**config.mk**
```make
export PLATFORM = sky130hd
export DESIGN_NAME = inst_fetch_unit
export DESIGN_NICKNAME = d
export VERILOG_FILES = /design/src/rtl/ifetch_pkg.sv /design/src/rtl/ifetch_skid.sv /design/src/rtl/inst_fetch_unit.sv
export SDC_FILE = /design/constraint.sdc
export NUM_CORES = 1
export LEC_CHECK = 0
export CAP_MARGIN = 40
export CORE_MARGIN = 5
export CORE_UTILIZATION = 50
export DETAILED_ROUTE_END_ITERATION = 8
export DONT_BUFFER_PORTS = 1
export PLACE_DENSITY = 0.75
export SYNTH_ARGS = -nofsm -noshare
export SYNTH_HDL_FRONTEND = slang
export SYNTH_SLANG_ARGS = --single-unit
export TNS_END_PERCENT = 30
```
**constraint.sdc**
```tcl
create_clock -name clk -period 4 [get_ports clk]
set_clock_uncertainty 0.15 [all_clocks]
set_input_delay 0.6 -clock clk [delete_from_list [all_inputs] [get_ports clk]]
set_output_delay 0.6 -clock clk [all_outputs]
set_load 0.005 [all_outputs]
```
**src/rtl/ifetch_pkg.sv**
```systemverilog
// Shared state encoding and constants for the instruction fetch unit.
package ifetch_pkg;

  typedef enum logic [1:0] {
    StFetch,
    StStall,
    StDrop
  } ifetch_state_e;

  localparam logic [31:0] IfetchNop = 32'h0000_0000;
  localparam int unsigned DefaultPcStep = 4;

endpackage

```
**src/rtl/ifetch_skid.sv**
```systemverilog
// IF/ID pipeline slot backed by a one-entry skid buffer that absorbs decode back-pressure.
module ifetch_skid #(
  parameter int unsigned      Width    = 64,
  parameter logic [Width-1:0] ResetVal = '0
) (
  input  logic             clk_i,
  input  logic             rst_i,
  input  logic             load_i,
  input  logic [Width-1:0] data_i,
  input  logic             ready_i,
  input  logic             flush_i,
  output logic             valid_o,
  output logic [Width-1:0] data_o
);

  logic             slot_valid_q, slot_valid_d;
  logic [Width-1:0] slot_q, slot_d;
  logic             skid_valid_q, skid_valid_d;
  logic [Width-1:0] skid_q, skid_d;

  always_comb begin
    slot_valid_d = slot_valid_q;
    slot_d       = slot_q;
    skid_valid_d = skid_valid_q;
    skid_d       = skid_q;
    if (flush_i) begin
      slot_valid_d = 1'b0;
      skid_valid_d = 1'b0;
    end else if (skid_valid_q) begin
      // A full skid implies a full slot; it refills the slot once decode drains it.
      if (ready_i) begin
        slot_d       = skid_q;
        skid_valid_d = 1'b0;
      end
    end else if (load_i) begin
      if (!slot_valid_q || ready_i) begin
        slot_d       = data_i;
        slot_valid_d = 1'b1;
      end else begin
        skid_d       = data_i;
        skid_valid_d = 1'b1;
      end
    end else if (slot_valid_q && ready_i) begin
      slot_valid_d = 1'b0;
    end
  end

  always_ff @(posedge clk_i) begin
    if (rst_i) begin
      slot_valid_q <= 1'b0;
      slot_q       <= ResetVal;
      skid_valid_q <= 1'b0;
      skid_q       <= '0;
    end else begin
      slot_valid_q <= slot_valid_d;
      slot_q       <= slot_d;
      skid_valid_q <= skid_valid_d;
      skid_q       <= skid_d;
    end
  end

  assign valid_o = slot_valid_q;
  assign data_o  = slot_q;

endmodule

```
**src/rtl/inst_fetch_unit.sv**
```systemverilog
// Instruction fetch: PC register, next-PC select and one-outstanding imem reads into IF/ID.
// Optional stall cycle counter output enabled by defining IFETCH_STALL_CNT_EN.
module inst_fetch_unit
  import ifetch_pkg::*;
#(
  parameter int unsigned       ADDR_W   = 32,
  parameter int unsigned       DATA_W   = 32,
  parameter logic [ADDR_W-1:0] RESET_PC = '0,
  parameter int unsigned       PC_STEP  = DefaultPcStep
) (
  input  logic              clk,
  input  logic              rst,
  input  logic              branch_taken,
  input  logic [ADDR_W-1:0] branch_addr,
  output logic              imem_req,
  output logic [ADDR_W-1:0] imem_addr,
  input  logic              imem_ack,
  input  logic [DATA_W-1:0] imem_rdata,
  output logic              ifid_valid,
  output logic [DATA_W-1:0] ifid_instr,
  output logic [ADDR_W-1:0] ifid_pc_plus4,
  input  logic              ifid_ready
`ifdef IFETCH_STALL_CNT_EN
  ,
  output logic [31:0]       stall_cnt
`endif
);

  localparam logic [ADDR_W-1:0] Step      = ADDR_W'(PC_STEP);
  localparam logic [ADDR_W-1:0] AlignMask = ~ADDR_W'(3);

  ifetch_state_e state_q, state_d;
  logic [ADDR_W-1:0] pc_q, pc_d;
  logic [ADDR_W-1:0] req_addr_q, req_addr_d;
  logic [ADDR_W-1:0] fetch_next;
  logic              pending;
  logic              load;
  logic              flush;
  logic [DATA_W+ADDR_W-1:0] slot_data;

  assign imem_req   = !rst && (state_q != StStall);
  assign imem_addr  = req_addr_q;
  assign pending    = imem_req && !imem_ack;
  assign fetch_next = req_addr_q + Step;

  always_comb begin
    state_d = state_q;
    pc_d    = pc_q;
    load    = 1'b0;
    flush   = 1'b0;
    if (branch_taken) begin
      pc_d    = branch_addr & AlignMask;
      flush   = 1'b1;
      // An unanswered request must still complete at its old address before refetching.
      state_d = pending ? StDrop : StFetch;
    end else begin
      unique case (state_q)
        StFetch: begin
          if (imem_ack) begin
            pc_d = pc_q + Step;
            load = 1'b1;
            if (ifid_valid && !ifid_ready) begin
              state_d = StStall;
            end
          end
        end
        StStall: if (ifid_ready) state_d = StFetch;
        StDrop:  if (imem_ack) state_d = StFetch;
        default: state_d = StFetch;
      endcase
    end
    // The request address only moves once the bus is free.
    req_addr_d = pending ? req_addr_q : pc_d;
  end

  always_ff @(posedge clk) begin
    if (rst) begin
      state_q    <= StFetch;
      pc_q       <= RESET_PC;
      req_addr_q <= RESET_PC;
    end else begin
      state_q    <= state_d;
      pc_q       <= pc_d;
      req_addr_q <= req_addr_d;
    end
  end

  ifetch_skid #(
    .Width    (DATA_W + ADDR_W),
    .ResetVal ({DATA_W'(IfetchNop), {ADDR_W{1'b0}}})
  ) u_skid (
    .clk_i   (clk),
    .rst_i   (rst),
    .load_i  (load),
    .data_i  ({imem_rdata, fetch_next}),
    .ready_i (ifid_ready),
    .flush_i (flush),
    .valid_o (ifid_valid),
    .data_o  (slot_data)
  );

  assign ifid_instr    = slot_data[DATA_W+ADDR_W-1:ADDR_W];
  assign ifid_pc_plus4 = slot_data[ADDR_W-1:0];

`ifdef IFETCH_STALL_CNT_EN
  logic [31:0] stall_cnt_q;
  logic        stall_cycle;

  assign stall_cycle = (state_q == StStall) || (state_q == StDrop) || pending;

  always_ff @(posedge clk) begin
    if (rst) begin
      stall_cnt_q <= '0;
    end else if (stall_cycle && (stall_cnt_q != '1)) begin
      stall_cnt_q <= stall_cnt_q + 32'd1;
    end
  end

  assign stall_cnt = stall_cnt_q;
`endif

endmodule

```
==> results of run 1 <==
## layer usage
layer | global-route usage [%] | vias up | wire, um | share of wire, %
li1 | - | 3539 | - | -
met1 | 28.50 | 3321 | 9713 | 44
met2 | 33.69 | 223 | 10060 | 46
met3 | 7.213 | 30 | 1652 | 7.5
met4 | 7.088 | 0 | 514 | 2.3
met5 | 0 | - | 0 | 0
## power by group through the flow
stage / clock network [mW] / registers, mW / logic, mW
finish: 1.60 / 2.16 / 0.265
global route: 1.71 / 2.17 / 0.300
CTS: 1.62 / 2.16 / 0.264
detailed placement: 0 / 2.20 / 0.262
global placement: 0 / 2.20 / 0.255
floorplan: 0 / 2.16 / 0.236
## layout make-up
class,instances,area [um^2]
clock buffer,18,429.2
clock inverter,14,123.9
fill,1525,7466
inverter,8,30.03
multi-input combinational,731,4334
sequential,196,3925
tap,220,275.3
timing repair buffer,12,117.6
## Yosys cell counts (all sizes together) (10+ instances only)
master	instances
mux2i	44
xnor2	26
o41ai	10
dfxtp	196
nand2	135
a21oi	75
a211oi	54
nor2	111
and3	17
a22oi	11
clkbuf	71
o21ai	36
nor4	21
nor3	30
nand4	23
xor2	16
o22ai	13
nand3	20
## through the flow
step	worst slack, ns	total power [mW]	instances	hold WS [ns]
after floorplan	1.153	2.392	1013	0.2860
after global placement	0.8547	2.456	1165	0.2869
after detailed placement	0.8455	2.465	1167	0.2917
after CTS	1.016	4.047	1199	0.07368
after global routing	0.8725	4.184	1199	0.06563
final	0.9799	4.020	1199	0.08550
## sequential cells by signal, summed over array words and instances, names as in the netlist
name                 cells
u_skid.skid_q           64
u_skid.skid_valid_q      1
state_q                  2
imem_addr               32
u_skid.valid_o           1
pc_q                    32
u_skid.data_o           64
## path summary, 6_finish.rpt
| path | from | endpoint | cells past startpoint |
|---|---|---|---|
| max | state_q[1]$_SDFFE_PP0P_ | imem_addr[21]$_SDFFE_PP0N_ | 5 |
| min | imem_ack | state_q[1]$_SDFFE_PP0P_ | 1 |
| max reg2reg | state_q[1]$_SDFFE_PP0P_ | imem_addr[21]$_SDFFE_PP0N_ | 5 |
| min reg2reg | u_skid.skid_q[45]$_SDFFE_PP0P_ | u_skid.skid_q[45]$_SDFFE_PP0P_ | 2 |
## worst max-delay path: stages (launching register included)
cell	delay, ns
dfxtp_1	0.35
or3b_1	0.59
or4_1	0.75
nor4_1	0.35
mux2_2	0.39
o41ai_1	0.33
## logic make-up (layout without fill, tap and decap cells)
family	count (synthesis)	after routing	share of synthesized area, %
xor+xnor	42	42	4.291
simple gates	398	398	21.65
buf+inv	86	52	3.868
compound gates	236	236	17.82
fa+ha+maj	3	3	0.4087
flops	196	196	45.77
mux	52	52	6.189
==> impl_metrics.py, run 1 <==
metrics = {
    "min_path": {
        "hp-class": "in -> reg",
    },
    "floorplan": {
        "rows": 47,
        "core_area_um2": 16700,
        "die_y_um": 140.9,
        "start_util_pct": 51.33,
        "die_area_um2": 19860,
        "boundaryPins": 167,
        "die_w_um": 140.9,
    },
    "sta": {
        "final-hold-violation-count": 0,
        "worstMarginPinSlew_ns": 0.8552,
        "fin_crit_sh_pct": 75.50,
        "post-route-min-period_ns": 3.020,
        "slew_headroom_pct": 42.98,
        "fin_setup_tns_ns": 0,
        "setup_violations": 0,
        "rsz0062_at_grt": "no",
        "finalMaxSlewViolations": 0,
        "max_freq_ghz": 0.3311,
    },
    "route": {
        "routed_wl_um": 21940,
        "vias": 7113,
        "wl_per_cell_um": 18.30,
        "vias_per_cell": 5.932,
        "drt_pre_antenna_iters": 5,
        "ant_nets": 0,
        "route.detailed.drc": 0,
        "drt_iter0_drc": 491,
    },
    "clocking": {
        "clk_latency_ns": 0.43,
        "numCtsBuffers": 17,
        "cts_max_level": 4,
        "clk_pin_slew_ns": 0.07,
        "postCtsHoldBufs": 0,
        "cts_resized": 0,
        "clockBufferDepth": 2,
        "cts_root_buf": "clkbuf_16",
        "postCtsSetupRepairBufs": 0,
        "clkSinkCount": 196,
        "cts_tree": "built",
    },
    "outcome": {
        "run_status": "complete, no violations",
    },
    "grt": {
        "grt_max_degree": 163,
        "grt_antenna_before_repair": 0,
        "grt.total_usage_pct": 21.67,
        "grt_pass1_vias": 6526,
        "grt_overflow": 0,
        "grt_pass1_wl_um": 35080,
    },
    "setup_path": {
        "worst_setup_path_end_kind": "flop",
        "criticalPathCategory": "reg -> reg",
        "reg2reg_setup_slack_ns": 0.98,
        "worstPathArrival_ns": 3.20,
        "critPathMaxFanout": 14,
        "worstPathRequired_ns": 4.18,
        "cp-start-kind": "flop",
    },
    "placed_design": {
        "place_congestion": 0.8982,
        "port_buffers": 0,
        "dp_hpwl_um": 14940,
        "dpl_cell_area_um2": 8682,
    },
    "synthesis": {
        "synth_ff_type": "dfxtp_1",
        "ys_ff_latch": 196,
        "yosysTopAreaCellShare_pct": 45.77,
        "async_flop_share_pct": 0,
        "syn_area_per_cell_um2": 8.462,
        "synth_edf_count": 0,
        "yosysWarnings": 0,
        "synth_top_area_cell": "dfxtp_1",
        "netlist_instances": 1013,
        "syn-cell-area_um2": 8572,
        "synth_seq_area_share_pct": 45.77,
        "syn_nets": 1084,
        "ys_types": 55,
        "synth_area_leaders": "dfxtp_1 46%, nand2_1 5.9%, mux2i_1 5.1%",
    },
    "finish": {
        "final_cell_mix": "195 x dfxtp_1, 135 x nand2_1, 111 x nor2_1",
        "drive_gt1_share_pct": 6.435,
        "layout.cells.most_common": "dfxtp_1",
        "utilization_pct": 55.30,
        "postLayoutCellArea_um2": 9235,
        "num-nets-final": 1037,
        "area_growth_pct": 7.736,
        "n_antenna_cell": 0,
    },
    "pwr": {
        "leakage_nw": 3.062,
        "p_sw_mw": 1.051,
        "pwr-share-clk_pct": 39.7,
        "power_frac_comb_pct": 6.6,
        "internal_power_mw": 2.968,
        "p_sw_share_pct": 26.15,
        "p_seq_share_pct": 53.7,
        "irDropWorstVdd_v": 0.0003218,
        "power.density_nw_per_um2": 435.3,
    },
    "flow_run": {
        "drv_cap": 0,
    },
}
No activity file was read; power rests on OpenSTA's default activity.
==> run 2: changes to the inputs <==
==> constraint.sdc (replaced) <==
create_clock -name clk -period 2.8 [get_ports clk]
set_clock_uncertainty 0.15 [all_clocks]
set_input_delay 0.42 -clock clk [delete_from_list [all_inputs] [get_ports clk]]
set_output_delay 0.42 -clock clk [all_outputs]
set_load 0.005 [all_outputs]
==> run 2 against run 1 <==
  * Clock-buffer cell count unchanged
  * Worst hold slack got worse by 0.062 ns
  * Via count increased by 7.1%
  * First-iteration DRC count is 40% higher
  * Routed wire length grew 11%
  * Critical path type unchanged
  * Largest cell class unchanged
  * Largest power group unchanged
  * Highest routed layer unchanged
==> impl_metrics.py, run 2 (synthesis gave the netlist of run 1 again) <==
metrics = {
    "min_path": {
        "min-delay-start": "branch_addr[16]",
        "hp-class": "in -> reg",
    },
    "setup_path": {
        "critPathMaxFanout": 58,
        "cpPeakStageDelay_ns": 0.60,
        "criticalPathCategory": "reg -> reg",
        "worst_setup_path_end_kind": "flop",
        "worstReg2RegStart": "state_q[0]$_SDFFE_PP0P_",
        "worstPathArrival_ns": 2.94,
        "cp_cell_sequence": "or3b_4 > buf_4 > nor4_4 > buf_12 > nor2_1 > a211oi_1 > dlygate4sd3_1",
        "worstPathRequired_ns": 3.02,
        "cpMaxStageDelayCell": "dlygate4sd3_1",
        "cp-start-kind": "flop",
        "critical_path.startpoint": "state_q[0]$_SDFFE_PP0P_",
    },
    "finish": {
        "n_antenna_cell": 0,
        "final.fill_count": 1443,
        "layout.cells.most_common": "dfxtp_1",
        "area_growth_pct": 17.87,
        "num-nets-final": 1120,
        "final_cell_mix": "191 x dfxtp_1, 135 x nand2_1, 111 x nor2_1",
        "drive_gt1_share_pct": 8.380,
        "stdcell_count": 1282,
    },
    "sta": {
        "final-hold-violation-count": 0,
        "fin_crit_sh_pct": 96.87,
        "rsz0062_at_grt": "yes",
        "finalMaxSlewViolations": 0,
        "fin_setup_tns_ns": 0,
        "max_freq_ghz": 0.3687,
        "post-route-min-period_ns": 2.712,
        "hold_ws_ns": 0.02324,
        "setup_ws_ns": 0.08766,
        "worstMarginPinSlew_ns": 0.8570,
        "setup_violations": 0,
        "slew_headroom_pct": 42.87,
    },
    "clocking": {
        "clockBufferDepth": 2,
        "clk_pin_slew_ns": 0.07,
        "clk_latency_ns": 0.43,
        "cts_tree": "built",
        "cts_max_level": 4,
        "numCtsBuffers": 17,
        "cts_root_buf": "clkbuf_16",
        "clkSinkCount": 196,
    },
    "pwr": {
        "leakage_nw": 3.544,
        "p_sw_share_pct": 26.26,
        "p_sw_mw": 1.575,
        "pwr-share-clk_pct": 40.3,
        "power.density_nw_per_um2": 593.5,
        "irDropWorstVdd_v": 0.0004724,
        "internal_power_mw": 4.422,
        "p_seq_share_pct": 51.3,
        "power_frac_comb_pct": 8.4,
    },
    "grt": {
        "grt_antenna_before_repair": 0,
        "grt_pass1_vias": 7138,
        "grt_pass1_wl_um": 38080,
        "grt_overflow": 0,
        "grt.total_usage_pct": 23.66,
        "grt_max_degree": 118,
    },
    "placed_design": {
        "place_ws_ns": 0.1314,
        "port_buffers": 0,
        "place_congestion": 0.9129,
        "dp_hpwl_um": 15620,
        "dp.cells": 1182,
    },
    "outcome": {
        "run_status": "complete, no violations",
    },
    "route": {
        "route.detailed.drc": 0,
        "drt_pre_antenna_iters": 5,
        "ant_nets": 0,
        "routed_wl_um": 24300,
        "vias": 7615,
        "vias_per_cell": 5.940,
        "drt_iter0_drc": 687,
        "wl_per_cell_um": 18.95,
    },
    "floorplan": {
        "die_w_um": 140.9,
        "die_y_um": 140.9,
        "boundaryPins": 167,
        "die_area_um2": 19860,
        "start_util_pct": 51.33,
        "rows": 47,
        "core_area_um2": 16700,
    },
    "flow_run": {
        "drv_cap": 0,
    },
}
-- run 2: cell types whose count changed in the layout (fill, tap and decap cells not counted), moves of 2 or more --
cell           previous run  this run
dfxtp_1                 195       191
clkinv_4                  6         0
clkinvlp_4                1         3
dfxtp_2                   1         5
buf_4                     9        26
inv_8                     1         3
dlygate4sd3_1             0        66
-- run 2: cell type report --
| cell class | count | area, um^2 | area share (%) |
|---|---|---|---|
| timing repair buffer | 95 | 923.4 | 9.139 |
| multi-input combinational | 731 | 4362 | 43.17 |
| clock inverter | 14 | 143.9 | 1.424 |
| sequential | 196 | 3930 | 38.90 |
| tap | 220 | 275.3 | 2.724 |
| clock buffer | 18 | 439.2 | 4.347 |
| inverter | 8 | 30.03 | 0.2972 |
-- run 2: power by group through the flow --
stage	logic (mW)	clock network (mW)	registers, mW
3_5_place_dp	0.400	0	3.14
2_1_floorplan	0.337	0	3.08
4_1_cts	0.494	2.44	3.08
5_1_grt	0.558	2.57	3.09
3_3_place_gp	0.389	0	3.14
6_report	0.501	2.42	3.08
-- run 2: repair_timing --
item | 4_1_cts | 5_1_grt
gates resized for setup | 0 | 9
hold buffers | 67 | 1
hold endpoints to repair | 158 | 1
setup buffers | 0 | 1
setup endpoints to repair | 0 | 18
-- run 2: routing by layer --
layer	routed length, um	global-route usage, %	vias to the layer above	part of all wire (%)
met1	10320	30.84	3609	42
met2	11570	38.68	273	48
met4	532	7.190	0	2.2
li1	-	-	3694	-
met3	1876	6.129	39	7.7
met5	0	0	-	0
-- run 2: stage by stage --
stage               util [%]  area [um^2]  total power [mW]
finish                 60.50        10100             5.996
floorplan                  -         8572             3.417
global route           60.50        10100             6.217
global placement       52.64         8792             3.525
detailed placement     52.64         8792             3.540
CTS                    60.26        10060             6.013
-- run 2: path summary, 6_finish.rpt --
path / to / slack [ns] / cells past startpoint
max: u_skid.skid_q[14]$_SDFFE_PP0P_ / 0.09 / 7
max reg2reg: u_skid.skid_q[14]$_SDFFE_PP0P_ / 0.09 / 7
min: pc_q[16]$_SDFF_PP0_ / 0.02 / 2
min reg2reg: u_skid.skid_q[3]$_SDFFE_PP0P_ / 0.30 / 2
-- run 2: worst max-delay path, delay by kind of cell (launching register included) --
| family | cells | cell delay (ns) |
|---|---|---|
| AND/OR/NAND/NOR | 3 | 0.81 |
| buffers and inverters | 3 | 1.06 |
| AO/OA/AOI/OAI | 1 | 0.27 |
| flip-flops | 1 | 0.34 |
==> run 3: changes to the inputs <==
--- a/config.mk
+++ b/config.mk
@@ -10,6 +10,7 @@
 export CORE_UTILIZATION = 50
 export DETAILED_ROUTE_END_ITERATION = 8
 export DONT_BUFFER_PORTS = 1
+export MAX_ROUTING_LAYER = met4
 export PLACE_DENSITY = 0.75
 export SYNTH_ARGS = -nofsm -noshare
 export SYNTH_HDL_FRONTEND = slang
==> run 3 against run 2 <==
  * Sequential share of layout area down 0.26 points
  * Global-route usage rose by 0.47 points
  * Setup slack got worse by 0.014 ns
  * Final cell count rose by 0.47%
  * Non-clock buffer count grew 6
==> impl_metrics.py, run 3 (synthesis gave the netlist of run 1 again) <==
metrics = {
    "outcome": {
        "run_status": "complete, no violations",
    },
    "sta": {
        "fin_crit_sh_pct": 97.36,
        "final-hold-violation-count": 0,
        "finalMaxSlewViolations": 0,
        "slew_headroom_pct": 42.99,
        "max_freq_ghz": 0.3668,
        "post-route-min-period_ns": 2.726,
        "setup_violations": 0,
        "setup_ws_ns": 0.07400,
        "rsz0062_at_grt": "yes",
        "worstMarginPinSlew_ns": 0.8551,
    },
    "setup_path": {
        "cpMaxStageDelayCell": "dlygate4sd3_1",
        "worstReg2RegStart": "state_q[1]$_SDFFE_PP0P_",
        "worst_setup_path_end_kind": "flop",
        "criticalPathCategory": "reg -> reg",
        "cpPeakStageDelay_ns": 0.57,
        "path_buf_inv": 2,
        "cp_cell_sequence": "or3b_4 > or4_4 > buf_4 > nor2_2 > xnor2_1 > a211oi_1 > dlygate4sd3_1",
        "reg2reg_setup_slack_ns": 0.07,
        "reg2reg_depth": 7,
        "critPathMaxFanout": 7,
        "rr_endpoint": "imem_addr[17]$_SDFFE_PP0N_",
        "cp-start-kind": "flop",
        "critical_path.startpoint": "state_q[1]$_SDFFE_PP0P_",
        "worstPathRequired_ns": 3.02,
        "cpLargestDelayFamily": "simple AND/OR/NAND/NOR gates",
        "worstPathArrival_ns": 2.95,
    },
    "grt": {
        "grt_max_degree": 117,
        "grt_overflow": 0,
        "grt_antenna_before_repair": 0,
        "grt.total_usage_pct": 24.13,
        "grt_pass1_wl_um": 37760,
        "grt_pass1_vias": 7025,
    },
    "min_path": {
        "min-delay-start": "ifid_ready",
        "min_path_cells": 2,
        "hp-class": "in -> reg",
        "hold_path_end": "u_skid.skid_valid_q$_SDFF_PP0_",
    },
    "pwr": {
        "p_sw_share_pct": 26.21,
        "power.density_nw_per_um2": 585.7,
        "p_seq_share_pct": 51.7,
        "leakage_nw": 3.574,
        "totalPowerFinal_mw": 5.961,
        "irDropWorstVdd_v": 0.0004499,
        "p_sw_mw": 1.562,
        "power_frac_comb_pct": 8.5,
        "internal_power_mw": 4.398,
        "pwr-share-clk_pct": 39.8,
    },
    "floorplan": {
        "start_util_pct": 51.33,
        "core_area_um2": 16700,
        "rows": 47,
        "boundaryPins": 167,
        "die_area_um2": 19860,
        "die_w_um": 140.9,
        "die_y_um": 140.9,
    },
    "route": {
        "drt_iter0_drc": 651,
        "route.detailed.drc": 0,
        "vias": 7640,
        "routed_wl_um": 24410,
        "ant_nets": 0,
        "drt_pre_antenna_iters": 5,
        "wl_per_cell_um": 18.95,
        "vias_per_cell": 5.932,
    },
    "clocking": {
        "clk_latency_ns": 0.43,
        "clk_pin_slew_ns": 0.07,
        "cts_max_level": 4,
        "cts_root_buf": "clkbuf_16",
        "numCtsBuffers": 17,
        "cts_tree": "built",
        "clkSinkCount": 196,
        "clockBufferDepth": 2,
    },
    "placed_design": {
        "place_ws_ns": 0.1098,
        "dpl_cell_area_um2": 8800,
        "dp.cells": 1183,
        "place_congestion": 0.9383,
        "dp_hpwl_um": 15680,
        "port_buffers": 0,
    },
    "finish": {
        "area_growth_pct": 18.73,
        "n_antenna_cell": 0,
        "stdcell_count": 1288,
        "final_cell_mix": "189 x dfxtp_1, 135 x nand2_1, 110 x nor2_1",
        "layout.cells.most_common": "dfxtp_1",
        "num-nets-final": 1126,
        "drive_gt1_share_pct": 9.363,
        "postLayoutCellArea_um2": 10180,
        "utilization_pct": 60.94,
    },
    "flow_run": {
        "drv_cap": 0,
    },
}
-- run 3: power by group through the flow --
stage | Combinational (mW) | Clock, mW | Sequential [mW]
3_5_place_dp | 0.399 | 0 | 3.14
5_1_grt | 0.561 | 2.53 | 3.09
2_1_floorplan | 0.337 | 0 | 3.08
6_report | 0.507 | 2.37 | 3.08
3_3_place_gp | 0.389 | 0 | 3.14
4_1_cts | 0.495 | 2.41 | 3.07
-- run 3: through the flow --
stage               setup TNS, ns  hold slack (ns)
floorplan                       0           0.2860
global placement                0           0.2872
detailed placement              0           0.2924
CTS                             0          0.01255
global route             -0.08653          0.02538
finish                          0          0.02332
-- run 3: worst max-delay path by stage --
stage                                           to  slack [ns]  cells past startpoint
floorplan               imem_addr[21]$_SDFFE_PP0N_        0.13                      6
global placement        imem_addr[21]$_SDFFE_PP0N_        0.18                      5
detailed placement      imem_addr[21]$_SDFFE_PP0N_        0.11                      5
CTS                            pc_q[30]$_SDFF_PP0_        0.03                      7
global route        u_skid.data_o[29]$_SDFFE_PP0P_       -0.04                      7
finish                  imem_addr[17]$_SDFFE_PP0N_        0.07                      7
-- run 3: worst register-to-register path, stage by stage (launching register included) --
cell and delay, ns:
dfxtp_2 0.35, or3b_4 0.42, or4_4 0.57, buf_4 0.18, nor2_2 0.12, xnor2_1 0.10, a211oi_1 0.20, dlygate4sd3_1 0.57
-- run 3: layer usage --
layer  global-route usage, %  vias up  wire length, um
li1                        -     3720                -
met1                   31.50     3618            10550
met2                   36.87      264            11380
met3                   6.570       38             1990
met4                   7.037        0              486
met5                       -        -                0
-- run 3: cell type report --
class	instances	area, um^2
repair buffers	101	987.2
well taps	220	275.3
clock buffers	17	425.4
inverters	8	30.03
clock inverters	15	141.4
fillers	1437	6524
multi-input cells	731	4385
flip-flops and latches	196	3933
-- run 3: timing repair --
action                     in CTS  in global routing
hold buffers                   68                  0
hold endpoints to repair      158                  0
resized for setup               0                 18
buffers inserted                0                  4
setup endpoints to repair       0                 20
